`src/rtl/down_timer.sv`:
```
// ---------------------------------------------------------------------------
// down_timer -- loadable down-counting interval timer
//
// Loads a preset, counts it down on enabled cycles and emits a one-cycle
// terminal-count pulse (tc) on expiry. The timer either stops in EXPIRED
// (one-shot) or restarts from the reload register (auto-reload).
//
// Optional build macro:
//   DOWN_TIMER_PRESCALE_EN -- adds a prescaler so that each decrement takes
//                             PRESCALE enabled RUN cycles. When the macro is
//                             undefined there is no prescale logic and
//                             PRESCALE has no effect.
//
// Parameters:
//   WIDTH    -- width of data and count
//   PRESCALE -- enabled cycles per decrement (prescale build only, 2..256)
//
// Ports:
//   clk         in   system clock, rising edge
//   reset       in   asynchronous active-low reset
//   enable      in   count-enable qualifier (RUN state only)
//   load        in   synchronous load of data into count and reload register
//   data        in   preset value
//   auto_reload in   1 = restart from reload value on expiry, 0 = one-shot
//   count       out  current count (registered)
//   tc          out  terminal-count pulse (registered)
//   busy        out  state is RUN
//   expired     out  state is EXPIRED
// ---------------------------------------------------------------------------
module down_timer #(
  parameter int unsigned WIDTH    = 8,
  parameter int unsigned PRESCALE = 4
) (
  input  logic             clk,
  input  logic             reset,
  input  logic             enable,
  input  logic             load,
  input  logic [WIDTH-1:0] data,
  input  logic             auto_reload,
  output logic [WIDTH-1:0] count,
  output logic             tc,
  output logic             busy,
  output logic             expired
);

  typedef enum logic [1:0] {
    S_IDLE    = 2'd0,
    S_RUN     = 2'd1,
    S_EXPIRED = 2'd2
  } state_e;

  state_e           state_q;
  logic [WIDTH-1:0] count_q;
  logic [WIDTH-1:0] reload_q;
  logic             tc_q;

  // tick marks the enabled RUN cycle on which the count actually moves.
  logic             tick;

`ifdef DOWN_TIMER_PRESCALE_EN
  localparam int unsigned PS_W = $clog2(PRESCALE);
  localparam logic [PS_W-1:0] PS_LAST = PS_W'(PRESCALE - 1);

  logic [PS_W-1:0] psc_q;

  // The count moves only when the prescaler is about to wrap.
  assign tick = (psc_q == PS_LAST);
`else
  // Without the prescaler every enabled RUN cycle is a tick.
  assign tick = 1'b1;

  logic unused_prescale;
  assign unused_prescale = ^PRESCALE;
`endif

  // Single-block FSM: state, count, reload value and the tc pulse all update
  // together so the outputs are registered and mutually consistent.
  always_ff @(posedge clk or negedge reset) begin
    if (!reset) begin
      state_q  <= S_IDLE;
      count_q  <= '0;
      reload_q <= '0;
      tc_q     <= 1'b0;
`ifdef DOWN_TIMER_PRESCALE_EN
      psc_q    <= '0;
`endif
    end else if (load) begin
      // Load wins over everything, including an expiry on the same edge,
      // so no tc is ever produced on a load edge.
      count_q  <= data;
      reload_q <= data;
      tc_q     <= 1'b0;
      state_q  <= (data != '0) ? S_RUN : S_IDLE;
`ifdef DOWN_TIMER_PRESCALE_EN
      psc_q    <= '0;
`endif
    end else begin
      tc_q <= 1'b0;
      case (state_q)
        S_RUN: begin
          if (enable) begin
`ifdef DOWN_TIMER_PRESCALE_EN
            psc_q <= tick ? '0 : psc_q + 1'b1;
`endif
            if (tick) begin
              // count is never 0 in RUN (zero loads go to IDLE and
              // expiry leaves RUN or reloads a non-zero value).
              if (count_q > WIDTH'(1)) begin
                count_q <= count_q - 1'b1;
              end else begin
                tc_q <= 1'b1;
                if (auto_reload) begin
                  count_q <= reload_q;
                end else begin
                  count_q <= '0;
                  state_q <= S_EXPIRED;
`ifdef DOWN_TIMER_PRESCALE_EN
                  psc_q   <= '0;
`endif
                end
              end
            end
          end
        end
        // IDLE and EXPIRED hold until the next load.
        S_IDLE, S_EXPIRED: ;
        default: state_q <= S_IDLE;
      endcase
    end
  end

  assign count   = count_q;
  assign tc      = tc_q;
  assign busy    = (state_q == S_RUN);
  assign expired = (state_q == S_EXPIRED);

  // A running timer always has something left to count.
  a_run_nonzero : assert property (@(posedge clk) disable iff (!reset)
    busy |-> (count != '0));

  // A one-shot that has finished always reads zero.
  a_expired_zero : assert property (@(posedge clk) disable iff (!reset)
    expired |-> (count == '0));

endmodule

```
`config.mk`:
```
export PLATFORM = sky130hd
export DESIGN_NAME = down_timer
export DESIGN_NICKNAME = d
export VERILOG_FILES = /design/src/rtl/down_timer.sv
export SDC_FILE = /design/constraint.sdc
export NUM_CORES = 1
export LEC_CHECK = 0
export ABC_AREA = 1
export CAP_MARGIN = 10
export CORE_UTILIZATION = 45
export CTS_CLUSTER_DIAMETER = 100
export DETAILED_ROUTE_END_ITERATION = 7
export PLACE_DENSITY = 0.85
export SLEW_MARGIN = 40
export SYNTH_ARGS = -nofsm -noshare
export SYNTH_HDL_FRONTEND = slang
export SYNTH_SLANG_ARGS = --single-unit
export TNS_END_PERCENT = 1
```
`constraint.sdc`:
```
create_clock -name clk -period 1.55 [get_ports clk]
set_clock_uncertainty 0.2 [all_clocks]
set_input_delay 0.3875 -clock clk [delete_from_list [all_inputs] [get_ports clk]]
set_output_delay 0.3875 -clock clk [all_outputs]
set_load 0.02 [all_outputs]
```
==> impl_metrics.json, run 1 <==
{
  "port_buffers": 23,
  "cts_sinks": 19,
  "cts_tree": "done",
  "async_reset_ff_frac": 1.00,
  "start_util": 0.474,
  "ant_nets": 0,
  "dr.first_iter.drc_count": 47,
  "synth_edf_count": 0,
  "ys_ff_latch": 19,
  "syn2layout_area_growth_pct": 42.6,
  "clockRootBuffer": "clkbuf_4",
  "antenna_found_initial": 0,
  "endpoint_kind": "flip-flop",
  "min_path_type": "in2async",
  "die_y_um": 53.1,
  "grt.busiest_layer": "met2",
  "gr-total-overflow": 0,
  "crit_type": "reg2reg",
  "synth_cell_types": 25,
  "synth_xor_area_frac": 0.00746,
  "synth_cells": 164,
  "gr-usage-all-layers": 0.253,
  "grt_max_degree": 20,
  "drc": 0,
  "dieArea_sq_um": 2820,
  "synth_nets": 179,
  "rsz0062_at_grt": "true",
  "cts_hold_buf": 0,
  "fp.dieW_um": 53.1,
  "yosys.area.top_type": "dfrtp_1",
  "met1_usage": 0.307,
  "grt_pass1_vias": 1210,
  "cp-start-kind": "flip-flop",
  "tightestPinTransition_ns": 0.316,
  "syn_avg_cell_area_sq_um": 7.16,
  "fin_nets": 232,
  "worstPathMaxFanout": 6,
  "fin_ws_ns": -0.146,
  "use_met2": 0.445,
  "grt_pass1_wl_um": 5150,
  "timing.final.max_slew_violations": 0,
  "dp_hpwl_um": 2390,
  "period_needed_ns": 1.70,
  "finalWeightedCongestion": 0.836,
  "worst_ep_arrival_time_ns": 1.69,
  "worstPathRequired_ns": 1.54,
  "vias": 1238,
  "pin_count": 24,
  "irDropWorstVdd_mv": 0.652,
  "powerDensity_nw_per_um2": 835,
  "num-fill-cells": 203,
  "synth_top_family_by_area": "simple AND/OR/NAND/NOR gates",
  "use_met3": 0.0259,
  "ys_seq_area_frac": 0.405,
  "clk_path_buf_depth": 2,
  "dp.cells": 238,
  "violations": "negative setup slack",
  "fp-row-count": 18,
  "cap_violations": 0,
  "clk_pin_slew_ns": 0.11,
  "yosysTopAreaCellShare": 0.405,
  "synthFlopType": "dfrtp_1",
  "power_leakage_nw": 0.904,
  "drtPass1Iterations": 4,
  "antenna_cells": 0,
  "viasPerCell": 5.03,
  "syn_area_sq_um": 1170,
  "yosys_warnings": 0,
  "htree_num_levels": 1,
  "cts_made_buffers": 3,
  "synthAdderAreaFrac": 0.0213,
  "final_hold_viol_count": 0,
  "register_area_sq_um": 478,
  "synth_compound_area_frac": 0.0714,
  "muxShareOfSynthArea": 0,
  "multi_input_area_sq_um": 632,
  "drive_above_1_share": 0.319,
  "core-area_sq_um": 2480,
  "setup_violations": 12,
  "synth_simple_gate_area_frac": 0.394,
  "status": "finished, violations left",
  "finalCritPeriodShare": 1.09,
  "slew_headroom": 0.787,
  "post_drt_wl_per_cell_um": 12.9,
  "final_cell_mix": "nand2_1, buf_4, inv_1, dfrtp_1, clkdlybuf4s50_1",
  "final_common_cell": "nand2_1",
  "place_ws_ns": -0.336,
  "layout.cells.non_filler": 246,
  "synth_area_leaders": "dfrtp_1, nand2_1, inv_1",
  "drt_wl_total_um": 3180,
  "clock_latency_ns": 0.29,
  "fmax_mhz": 590
}
## synth_stat cells (2+ instances only)
library cell,n
inv_1,23
buf_2,2
o22ai_1,2
nor2_4,3
ha_1,2
nand3_1,11
nor2_2,2
nand2_1,61
nand4_1,3
dfrtp_1,19
nor3_1,2
nor4_1,2
a21oi_1,3
buf_4,2
nor2_1,10
o21ai_0,8
## path summary, 6_finish.rpt
check	endpoint	slack, ns	start	depth (start not counted)
max	count[5]	-0.15	count[1]	11
min	reload_q[7]	0.22	reset	2
max reg2reg	count[5]	-0.15	count[1]	11
min reg2reg	reload_q[2]	0.29	reload_q[2]	2
max in group asynchronous	count[1]	0.71	reset	2
min in group clk	reload_q[2]	0.29	reload_q[2]	2
## through the flow
stage / power, mW / util / area [sq um] / hold WS, ns / TNS [ns]
global route: 1.48 / 0.676 / 1670 / 0.249 / -2.04
global placement: 1.11 / 0.655 / 1620 / 0.255 / -3.02
detailed placement: 1.14 / 0.655 / 1620 / 0.264 / -3.80
floorplan: 0.878 / - / 1190 / -0.108 / -0.557
finish: 1.40 / 0.676 / 1670 / 0.224 / -1.28
CTS: 1.39 / 0.671 / 1660 / 0.226 / -1.19
## cell type report
type,count,share of cell area
Timing Repair Buffer,51,0.242
Inverter,24,0.0568
Multi-Input combinational cell,118,0.377
Sequential cell,19,0.285
Tap cell,30,0.0224
Clock buffer,4,0.0157
## power by group
group	switching [mW]	internal (mW)
combinational	0.313	0.243
clock	0.150	0.100
sequential	0.0429	0.550
## metal layers
metal	up-vias	part of all wire	wire length, um
li1	617	-	-
met1	568	0.42	1340
met2	44	0.51	1610
met3	9	0.049	157
met4	0	0.023	72
met5	-	0	0
## registers in the layout, indices dropped and copies added (netlist names)
register,flops
count,8
reload_q,8
state_q,2
tc,1
## critical path, stage by stage, from the launching register on
cell and delay (ns):
dfrtp_2 0.45, inv_4 0.08, ha_2 0.15, inv_1 0.05
nand2_2 0.07, nand2_4 0.07, nor2_8 0.16, inv_4 0.08
nand3_1 0.10, nand2_1 0.06, nand2_1 0.07, nand2_1 0.05
## repair_timing
action | 4_1_cts | 5_1_grt
endpoints found under the setup margin | 22 | 17
setup buffers | 2 | 1
pin swaps | 2 | 7
cloned | 1 | 0
gates resized for setup | 47 | 12
## logic make-up after synthesis
kind of cell | after synthesis
compound gates | 15
fa+ha+maj | 2
flops | 19
xor+xnor | 1
buf+inv | 28
simple gates | 99
Note: power is estimated with default switching activity, not from simulation.
==> inputs of run 2 (changes only) <==
- CORE_ASPECT_RATIO: default -> 0.8
- PLACE_DENSITY: 0.85 -> 0.74
==> impl_metrics.json, run 2 (same netlist as run 1, synthesis figures left out) <==
{
  "p_seq_frac": 0.426,
  "tightestPinTransition_ns": 0.401,
  "power_frac_comb": 0.388,
  "cts_hold_buf": 0,
  "dr.first_iter.drc_count": 23,
  "finalWeightedCongestion": 0.860,
  "final_hold_viol_count": 0,
  "layout.cells.non_filler": 259,
  "core-area_sq_um": 2460,
  "fmax_mhz": 583,
  "clockRootBuffer": "clkbuf_4",
  "p_switching_mw": 0.489,
  "finalCritPeriodShare": 1.11,
  "start_util": 0.477,
  "fp-row-count": 16,
  "setup_violations": 12,
  "vias": 1224,
  "worst_ep_arrival_time_ns": 1.76,
  "endpoint_kind": "flip-flop",
  "reg2reg_slack_ns": -0.16,
  "die_y_um": 47.7,
  "worstPathMaxFanout": 6,
  "timing.final.max_slew_violations": 0,
  "clock_latency_ns": 0.31,
  "syn2layout_area_growth_pct": 47.5,
  "path_cells": "ha_1 -> inv_1 -> nand2_1 -> nand2_2 -> nor2_8 -> buf_12 -> nor2_4 -> nand2_1 -> nor2_1 -> nor2_1 -> nor2_1",
  "dp.cells": 254,
  "htree_num_levels": 1,
  "period_needed_ns": 1.71,
  "ant_nets": 0,
  "fin_tns_setup_ns": -1.31,
  "grt_max_degree": 20,
  "cts_sinks": 19,
  "min_path_type": "in2async",
  "clk_path_buf_depth": 2,
  "whs_ns": 0.207,
  "slew_headroom": 0.730,
  "clkPwrFrac": 0.186,
  "gr-usage-all-layers": 0.239,
  "power_leakage_nw": 0.936,
  "slowest_stage": "dfrtp_2",
  "final_cell_mix": "nand2_1, buf_4, inv_1, dfrtp_1, clkdlybuf4s50_1",
  "fin_nets": 239,
  "grt_pass1_wl_um": 4900,
  "p_sw_frac": 0.353,
  "final_core_util": 0.703,
  "drc": 0,
  "antenna_found_initial": 0,
  "grt_pass1_vias": 1143,
  "rr_endpoint": "count[7]",
  "critPathBufInv": 2,
  "cp_top_family": "simple AND/OR/NAND/NOR gates",
  "r2r_cells": 11,
  "drive_above_1_share": 0.323,
  "violations": "negative setup slack",
  "dp_hpwl_um": 2400,
  "pin_count": 24,
  "intPower_mw": 0.896,
  "worstPathRequired_ns": 1.60,
  "fp.dieW_um": 59.1,
  "post_drt_wl_per_cell_um": 11.4,
  "crit_type": "reg2reg",
  "final_common_cell": "nand2_1",
  "dieArea_sq_um": 2820,
  "cap_violations": 0,
  "fin_ws_ns": -0.164,
  "cts_tree": "done",
  "cts_made_buffers": 3,
  "cpMostUsedCell": "nor2_1",
  "regToRegStartpoint": "count[0]",
  "status": "finished, violations left",
  "critPathMaxStageDelay_ns": 0.45,
  "gr-total-overflow": 0,
  "port_buffers": 23,
  "rsz0062_at_grt": "true",
  "clk_pin_slew_ns": 0.11,
  "viasPerCell": 4.73,
  "cp-start-kind": "flip-flop",
  "drtPass1Iterations": 4,
  "drt_wl_total_um": 2950,
  "powerDensity_nw_per_um2": 800,
  "antenna_cells": 0,
  "irDropWorstVdd_mv": 0.450
}
## run 2: changes by cell type in the layout (fill, tap and decap cells not counted), moves of 2 or more
cell     change
nand2_1      +2
nor2_2       -2
o21ai_1      -2
buf_4        +8
nor2_1       +2
## run 2: worst reg2reg max path: stages (launching register included)
cell	delay (ns)
dfrtp_2	0.45
ha_1	0.20
inv_1	0.05
nand2_1	0.06
nand2_2	0.10
nor2_8	0.06
buf_12	0.13
nor2_4	0.11
nand2_1	0.06
nor2_1	0.09
nor2_1	0.05
nor2_1	0.09
## run 2: routing by layer
layer / global-route usage / wire length [um] / vias up / share of wire
li1: - / - / 628 / -
met1: 0.312 / 1370 / 566 / 0.47
met2: 0.427 / 1420 / 27 / 0.48
met3: 0.0405 / 133 / 3 / 0.045
met4: 0.0524 / 19 / 0 / 0.0064
met5: 0 / 0 / - / 0
## run 2: area by class of cell
cell class	instances	area (sq um)
clock buffer	4	26.3
fill	195	731
inverter	24	95.1
multi-input combinational	117	607
sequential	19	478
tap	36	45.0
timing repair buffer	59	480
## run 2: worst max path at each step
stage / from / end / slack (ns) / depth (start not counted)
6_report: count[0] / count[7] / -0.16 / 11
5_1_grt: count[0] / count[7] / -0.29 / 11
4_1_cts: count[0] / count[7] / -0.19 / 11
3_5_place_dp: enable / count[2] / -0.27 / 8
3_3_place_gp: enable / count[2] / -0.23 / 8
2_1_floorplan: count[1] / state_q[0] / -0.09 / 11
## run 2: stage by stage
step           instance area, sq um  total power [mW]  setup WS (ns)
2_1_floorplan                  1190             0.878        -0.0871
4_1_cts                        1720              1.39         -0.188
3_3_place_gp                   1700              1.14         -0.228
5_1_grt                        1730              1.48         -0.286
3_5_place_dp                   1700              1.16         -0.270
6_report                       1730              1.39         -0.164
## run 2: repair_timing
action | 4_1_cts | 5_1_grt
endpoints found under the setup margin | 22 | 14
buffers inserted | 1 | 0
pin swaps | 2 | 0
gates resized for setup | 50 | 2
## run 2: power by group through the flow
stage / sequential, mW / clock (mW) / combinational (mW)
floorplan: 0.645 / 0 / 0.233
global placement: 0.598 / 0 / 0.546
detailed placement: 0.601 / 0 / 0.557
CTS: 0.590 / 0.265 / 0.537
global route: 0.599 / 0.285 / 0.602
finish: 0.591 / 0.257 / 0.538
